File: config.mk
export PLATFORM = sky130hd
export DESIGN_NAME = fir_seq_ctrl
export DESIGN_NICKNAME = d
export VERILOG_FILES = /design/src/rtl/fir_seq_ctrl.sv
export SDC_FILE = /design/constraint.sdc
export NUM_CORES = 2
export LEC_CHECK = 0
export ABC_AREA = 1
export CORE_MARGIN = 5
export CORE_UTILIZATION = 65
export CTS_BUF_LIST = sky130_fd_sc_hd__clkbuf_8
export DETAILED_ROUTE_END_ITERATION = 8
export PLACE_DENSITY = 0.9
export SLEW_MARGIN = 0
export SYNTH_ARGS = -nofsm -noshare
export SYNTH_HDL_FRONTEND = slang
export SYNTH_SLANG_ARGS = --single-unit
File: constraint.sdc
create_clock -name clk -period 9.46 [get_ports clk]
set_input_delay 1.892 -clock clk [delete_from_list [all_inputs] [get_ports clk]]
set_output_delay 1.892 -clock clk [all_outputs]
set_load 0.01 [all_outputs]
File: src/rtl/fir_seq_ctrl.sv
// Sequential FIR filter: one shared 16x8 MAC walks NTAPS taps of a circular
// sample buffer per accepted sample, with a fixed and a programmable coefficient bank.
module fir_seq_ctrl #(
  parameter int NTAPS = 17
) (
  input  logic        clk,
  input  logic        rst,
  input  logic [7:0]  data_i,
  input  logic        valid_i,
  output logic        ready_o,
  input  logic        coef_sel,
  input  logic        coef_we,
  input  logic [4:0]  coef_addr,
  input  logic [15:0] coef_data,
  output logic        coef_err_o,
  output logic [7:0]  data_o,
  output logic        valid_o,
  output logic        busy_o
);

  // state  | meaning
  // S_IDLE | waiting for a sample; only state where samples and coefficient writes land
  // S_MAC  | one tap per cycle, k = 0 .. NTAPS-1
  // S_OUT  | scale, saturate and register the result; advance write pointer
  typedef enum logic [1:0] {S_IDLE, S_MAC, S_OUT} state_t;

  localparam int AW = (NTAPS > 1) ? $clog2(NTAPS) : 1;
  localparam logic [AW-1:0] K_LAST = AW'(NTAPS - 1);

  state_t r_state;
  state_t w_next;

  logic signed [7:0]  r_buf   [NTAPS];
  logic signed [15:0] r_bank1 [NTAPS];
  logic [AW-1:0]      r_wptr;
  logic [AW-1:0]      r_k;
  logic               r_sel;
  logic signed [24:0] r_acc;
  logic [7:0]         r_data_o;
  logic               r_valid_o;
  logic               r_coef_err;

  logic               w_accept;
  logic               w_addr_ok;
  logic               w_wr_ok;
  logic               w_wr_err;
  logic [AW-1:0]      w_rd_idx;
  logic signed [15:0] w_coef;
  logic signed [7:0]  w_samp;
  logic signed [23:0] w_prod;
  logic signed [24:0] w_shift;
  logic [7:0]         w_sat;

  function automatic logic signed [15:0] fixed_coef(input logic [AW-1:0] idx);
    case (int'(idx))
      1, 11:   return 16'hF5B1;
      2, 10:   return 16'hF2FD;
      4, 8:    return 16'h1A5B;
      5, 7:    return 16'h34DF;
      6:       return 16'h4000;
      default: return 16'h0000;
    endcase
  endfunction

  assign w_accept  = valid_i && (r_state == S_IDLE);
  assign w_addr_ok = int'(coef_addr) < NTAPS;
  assign w_wr_ok   = coef_we && (r_state == S_IDLE) && w_addr_ok;
  assign w_wr_err  = coef_we && !w_wr_ok;

  // Newest sample sits at wptr, so tap k reads k entries behind it.
  always_comb begin
    if (r_wptr >= r_k) w_rd_idx = r_wptr - r_k;
    else               w_rd_idx = AW'(int'(r_wptr) + NTAPS - int'(r_k));
  end

  assign w_coef  = r_sel ? r_bank1[r_k] : fixed_coef(r_k);
  assign w_samp  = r_buf[w_rd_idx];
  assign w_prod  = w_coef * w_samp;
  assign w_shift = r_acc >>> 14;

  always_comb begin
    if (w_shift > 25'sd127)       w_sat = 8'h7F;
    else if (w_shift < -25'sd128) w_sat = 8'h80;
    else                          w_sat = w_shift[7:0];
  end

  always_ff @(posedge clk) begin
    if (rst) r_state <= S_IDLE;
    else     r_state <= w_next;
  end

  always_comb begin
    w_next = r_state;
    case (r_state)
      S_IDLE:  if (valid_i) w_next = S_MAC;
      S_MAC:   if (r_k == K_LAST) w_next = S_OUT;
      S_OUT:   w_next = S_IDLE;
      default: w_next = S_IDLE;
    endcase
  end

  always_ff @(posedge clk) begin
    if (rst) begin
      for (int i = 0; i < NTAPS; i++) begin
        r_buf[i]   <= '0;
        r_bank1[i] <= '0;
      end
      r_wptr     <= '0;
      r_k        <= '0;
      r_sel      <= 1'b0;
      r_acc      <= '0;
      r_data_o   <= '0;
      r_valid_o  <= 1'b0;
      r_coef_err <= 1'b0;
    end else begin
      r_valid_o  <= 1'b0;
      r_coef_err <= w_wr_err;
      if (w_wr_ok) r_bank1[AW'(coef_addr)] <= coef_data;
      case (r_state)
        S_IDLE: begin
          if (w_accept) begin
            r_buf[r_wptr] <= data_i;
            r_sel         <= coef_sel;
            r_acc         <= '0;
            r_k           <= '0;
          end
        end
        S_MAC: begin
          r_acc <= r_acc + {w_prod[23], w_prod};
          r_k   <= r_k + AW'(1);
        end
        S_OUT: begin
          r_data_o  <= w_sat;
          r_valid_o <= 1'b1;
          r_wptr    <= (r_wptr == K_LAST) ? '0 : r_wptr + AW'(1);
        end
        default: ;
      endcase
    end
  end

  assign ready_o    = (r_state == S_IDLE);
  assign busy_o     = (r_state != S_IDLE);
  assign data_o     = r_data_o;
  assign valid_o    = r_valid_o;
  assign coef_err_o = r_coef_err;

endmodule

==> After elaboration in Yosys (flattened, before gate mapping) <==
Memory sizes are Yosys's and may differ from the RTL's. A register that Yosys moved wholly into a read port is not among the register bits.
Index checks and enable logic that the tools add are counted.
{ "classes": {"n_addsub": 6, "mux": 33, "order_cmp": 4, "n_mul": 1, "eq_ne": 7, "n_reduce_logical": 13} }
{ "op_table": {"columns": ["operator", "count"], "rows": [
  ["$pmux W25 S2", 1],
  ["$mux W16", 3],
  ["$mux W5", 7],
  ["$add A25 B25 Y25", 1],
  ["$mux W25", 1],
  ["$mul A16 B8 Y24", 1],
  ["$mux W8", 3],
  ["$reduce_or A16 Y1", 1],
  ["$mux W1", 12],
  ["$gt A11 B8 Y1 const B", 1],
  ["$lt A11 B8 Y1 const B", 1],
  ["$add A5 B1 Y5 const B", 2],
  ["$eq A5 B5 Y1 const B", 2],
  ["$pmux W5 S2", 1],
  ["$sub A5 B5 Y5", 2],
  ["$mux W4", 2],
  ["$reduce_or A8 Y1", 1],
  ["$reduce_and A2 Y1", 3],
  ["$add A5 B5 Y5 const B", 1],
  ["$ge A5 B5 Y1", 1],
  ["$lt A5 B5 Y1 const B", 1],
  ["$logic_and A1 B1 Y1", 4],
  ["$mux W2", 2],
  ["$ne A2 B2 Y1 const B", 2],
  ["other kinds (7)", 8]
]} }
{ "word_totals": {"rom_bits": 256, "ff_bits": 48, "mem_count": 3, "output_inout_bits": 12, "wordCells": 75, "ram_bits": 408, "inputBits": 34} }
{ "mem_list": {"columns": ["memory", "depth", "width", "read_ports", "rd_clocked_by_memory_dff", "write_ports", "line_no", "text"], "rows": [
  ["r_bank1", 17, 16, 1, 1, 17, "34", "logic signed [15:0] r_bank1 [NTAPS];"],
  ["(no name shown)", 16, 16, 1, 1, 0, "55", "case (int'(idx))"],
  ["r_buf", 17, 8, 1, 0, 17, "33", "logic signed [7:0] r_buf [NTAPS];"]
]} }

==> Longest topological paths before layout <==
{ "logic_depth": {"word_depth": 8, "depth_mapped": 50, "mapped_depth_nobuf": 47} }

==> Least setup slack after synthesis <==
No wires, ideal clock.
{ "synth_timing": {"path_type": "register to register", "start": "register r_wptr[4]", "end": "register r_acc[24]", "arrival_time_ns": 7.397, "path_slack_ns": 1.931, "required_ns": 9.328, "path_stages_with_launch": 47, "synth_period_minus_slack_ns": 7.529, "setup_time_ns": 0.132, "path_buffers": 4, "path_cell_list": "dfxtp_1 > clkbuf_1 > inv_1 > fa_1 > inv_1 > a21oi_4 > nand3_2 > buf_6 > nand2_1 > o21ai_4 > buf_2 > nand3_1 > nand3_1 > nand3_1 > nand2_1 > nand2_1 > nand2_2 > buf_4 > [11 not listed] > inv_1 > a21boi_0 > o21ai_0 > a21oi_1 > o21ai_0 > nand3_1 > nand2_1 > xor2_1 > ha_1 > nand2_1 > nor2_1 > and3_1 > nand3_1 > nand3_1 > a21oi_1 > nand3_1 > nand3_1 > a21oi_1"} }
{ "synth_between": {"elab_chain_cells": 7, "word_cells_on_any_way": 9, "classes_between": "add/sub (4); mul (1); order compare (1); mux (2); memory (1)"} }
{ "synth_rtl": {"columns": ["element", "line_no", "text"], "rows": [
  ["start: declaration", "35", "logic [AW-1:0] r_wptr;"],
  ["start signal: assignment", "135", "r_wptr <= (r_wptr == K_LAST) ? '0 : r_wptr + AW'(1);"],
  ["$add A5 B5 Y5", "73", "else w_rd_idx = AW'(int'(r_wptr) + NTAPS - int'(r_k));"],
  ["$sub A5 B5 Y5", "73", null],
  ["$mux W5 (*)", "72", "if (r_wptr >= r_k) w_rd_idx = r_wptr - r_k;"],
  ["$mem_v2 Z17 W8 (*)", null, null],
  ["$mul A16 B8 Y24 (*)", "78", "assign w_prod = w_coef * w_samp;"],
  ["$add A25 B25 Y25 (*)", "129", "r_acc <= r_acc + {w_prod[23], w_prod};"],
  ["$pmux W25 S2 (*)", "119", "case (r_state)"],
  ["end signal: assignment", "129", null],
  ["end: declaration", "38", "logic signed [24:0] r_acc;"]
]} }
Mark *: on every way between the ends. The rest lies on a longest branch, timed or not.
A chain may end at the register's enable or synchronous reset.

==> Worst setup path after layout <==
{ "layout_timing": {"start": "register r_wptr[1]", "end": "register r_acc[24]"} }
The elaborated chain is that of the path after synthesis.

==> summary.txt <==
Worst setup path
  – Crit Path Class: reg2reg
  – RR Startpoint: r_wptr[1]
  – Crit path max fanout: 17
  – CP arrival: approximately 9.5 ns
  – End of the worst register-to-register path: r_acc[24]
  – Top delay family on crit path: adder cells
  – Worst Path Buf+Inv: 5
  – CP Depth: 37
  – Crit path capture type: flop
  – Startpoint Class: flop
  – R2R Setup Slk: 0.58 ns
  – Most used cell along the critical path: nand3_1
  – Reg2Reg Depth: 37
  – CP max stage delay: between 0.5 and 0.6 ns
  – Critical Path Source: r_wptr[1]
  – Crit path capture: r_acc[24]
  – CP max-delay cell: o21ai_4
  – WP data required: 10.09 ns

Place
  – Placer Congestion: 0.944
  – Port Buf Inserts: 45
  – Post-DP Area: about 43000 sq um
  – Post-Place Cells: just over 5000
  – Dpl hpwl: between 60000 and 70000 microns

Drt
  – Drt first pass iters: 9
  – ANT nets after route: 0
  – Met3 WL: about 13000 microns
  – Met2 Wirelength: approximately 51000 microns
  – Wire per inst: between 15 and 20 microns
  – DRC: 0
  – Total number of vias: around 33000
  – DR iter-0 viols: about 5400
  – M1 WL: ~36000 microns
  – Routed wire length: approximately 110000 microns
  – Top Metal Used: met4
  – Via density: around 6.1

Logic synthesis
  – Mapped cell area: slightly above 40000 sq um
  – #FFs+latches synth: approximately 830
  – Syn. warnings: 0
  – Avg Cell Area, Syn: between 9 and 10 sq um
  – Mapped Cells: about 4200
  – Post-synth top flop: edfxtp_1
  – FFs w/ async S/R, synth: 0%
  – EDFF count, synth: around 770
  – Distinct cell type count after synthesis: 51
  – Post-synthesis sequential area ratio: around 59%

Global routing
  – Largest net degree at the start of global routing: around 130
  – Number of global-route vias before repair: around 31000
  – Global route overflow: 0
  – First-pass GRT wire length: 164000 microns
  – Number of antenna violations at the first check in global routing: 2
  – Tot GR Track Use: between 20% and 30%

Die
  – Starting Density: around two thirds
  – Die area: 68800 sq um
  – Chip width: between 200 and 300 microns
  – I/O pins: between 40 and 50
  – Core Box Area: roughly 63000 sq um
  – Die Span Y: 262 microns
  – Row cnt: 92

Status
  – Outcome: completed

STA
  – Fin crit period: 8.88 ns
  – Max-slew violations: 0
  – Max_slew headroom: 13.4%
  – Fin. Hold Viols: 0
  – Tcrit/Tclk final: 93.8%
  – Setup violators final: 0
  – Clk_skew: just under 0.05 ns
  – Post-Route Setup TNS: 0 ns
  – RSZ-0062 raised after global routing: false
  – Worst slew pin tran: around 1.3 ns
  – Peak Freq: about 0.11 GHz

Finish
  – Final cell count without fillers: around 5400
  – Layout area overhead: 10.5%
  – Fin area: 45700 sq um
  – Fraction of layout cells with a size suffix above 1: 5.57%
  – Final net count: approximately 4600

Min path
  – Hold Crit Class: reg2reg
  – Hold path depth: 2
  – HP Start: data_o[4]

Power
  – Power per cell area: ~340 nW/um^2
  – Total chip power: ~0.016 W
  – Max IR drop VDD: 543 uV
  – Leakage: about 19 nW

CTS
  – Clock-pin slew on the worst setup and hold paths: around 0.060 ns
  – CTS sink cnt: 832
  – Hold Buf Count CTS: 0
  – CTS root buffer: clkbuf_8
  – Worst-skew pair later-pin latency: approximately 0.83 ns
  – CTS H-tree lvls: 4
  – Num CTS Buffers: about 130
  – CTS tree: done
  – CTS Buffer Depth: 3

Job
  – MaxCap Viol Count: 0
[power breakdown]
group / total (W) / internal, W / switching [W]
clock network: 0.00281 / 0.00138 / 0.00142
logic: 0.00861 / 0.00301 / 0.00560
registers: 0.00429 / 0.00421 / 0.0000769
[synth_stat cells (10+ instances only)]
cell	count	area share (%)
buf_4	23	0.42
inv_1	263	2.4
clkbuf_1	157	1.4
nand4_1	10	0.15
a21oi_1	113	1.4
nand2_1	819	7.4
nand3_1	583	7.0
dfxtp_1	64	3.1
ha_1	89	2.7
a32o_1	12	0.29
nor2_1	716	6.5
buf_1	23	0.21
fa_1	108	5.2
clkinv_1	24	0.22
o21ai_0	176	2.1
edfxtp_1	768	56
o22ai_1	63	0.95
o211ai_1	16	0.29
nand2_2	11	0.17
xor2_1	19	0.40
nor3_1	24	0.29
buf_2	28	0.34
[cell usage in the layout (no fill, tap or decap), types with 10 or more instances in the layout]
master / n
a32o_1: 12
nand3_1: 583
o22ai_1: 63
dfxtp_1: 61
fa_1: 108
clkinv_2: 14
clkbuf_8: 142
nand4_1: 10
inv_1: 309
clkdlybuf4s50_1: 44
ha_1: 89
nand2_1: 817
nor2_1: 715
edfxtp_1: 768
conb_1: 240
clkinv_1: 39
o21ai_0: 175
nor3_1: 24
a21oi_1: 113
buf_4: 36
o211ai_1: 16
xor2_1: 19
buf_12: 10
[registers in the layout, summed over array words and instances (netlist names), named ones only]
| register | count |
|---|---|
| coef_err_o | 1 |
| r_bank1 | 512 |
| data_o | 8 |
| r_acc | 25 |
| r_buf | 256 |
| valid_o | 1 |
| r_k | 5 |
| r_state | 2 |
| r_wptr | 5 |
| r_sel | 1 |
[cells by family after synthesis]
logic type,count (synthesis),share of synthesized area (%)
flip-flops,832,58.8
XOR/XNOR,26,0.550
buffers and inverters,522,5.04
AND/OR/NAND/NOR,2179,21.8
other,1,0.00906
AO/OA/AOI/OAI,420,5.83
adder cells (fa/ha/maj),197,7.91
[worst min path at each step]
| stage | slack (ns) | end |
|---|---|---|
| 2_1_floorplan | 0.45 | r_acc[10] |
| 3_3_place_gp | 0.45 | data_o[4] |
| 3_5_place_dp | 0.46 | data_o[6] |
| 4_1_cts | 0.47 | data_o[6] |
| 5_1_grt | 0.49 | r_acc[5] |
| 6_report | 0.47 | data_o[4] |
[cell type report]
cell class | count | area [sq um]
antenna | 3 | 7.51
clock buffer | 142 | 1950
clock inverter | 86 | 398
fill | 4110 | 17300
inverter | 290 | 1100
multi-input combinational | 3064 | 15900
sequential | 832 | 24400
tap | 846 | 1060
timing repair buffer | 91 | 916
[metal layers]
layer  GRT usage (%)  vias up
li1                -    14400
met2            48.4     2401
met5               0        -
met1            37.3    15200
met4            16.4        0
met3            7.46      510
[stage by stage]
| stage | utilization, % | hold slack, ns | worst slack, ns |
|---|---|---|---|
| 3_3_place_gp | 68.5 | 0.453 | 0.589 |
| 5_1_grt | 72.5 | 0.489 | 0.0000568 |
| 3_5_place_dp | 68.5 | 0.459 | 0.276 |
| 2_1_floorplan | - | 0.450 | 1.93 |
| 4_1_cts | 72.2 | 0.468 | 0.202 |
| 6_report | 72.5 | 0.470 | 0.583 |
[timing repair]
item | CTS | global route
buffers inserted | 0 | 11
setup endpoints to repair | 0 | 11
endpoints found under the hold margin | 0 | 0
resized for setup | 0 | 11
[worst min-delay path: cells and delay by family, from the launching register on]
kind / cells / cell delay [ns]
simple gates: 1 / 0.06
compound gates: 1 / 0.06
flops: 1 / 0.31
(Power assumes the default switching activity.)
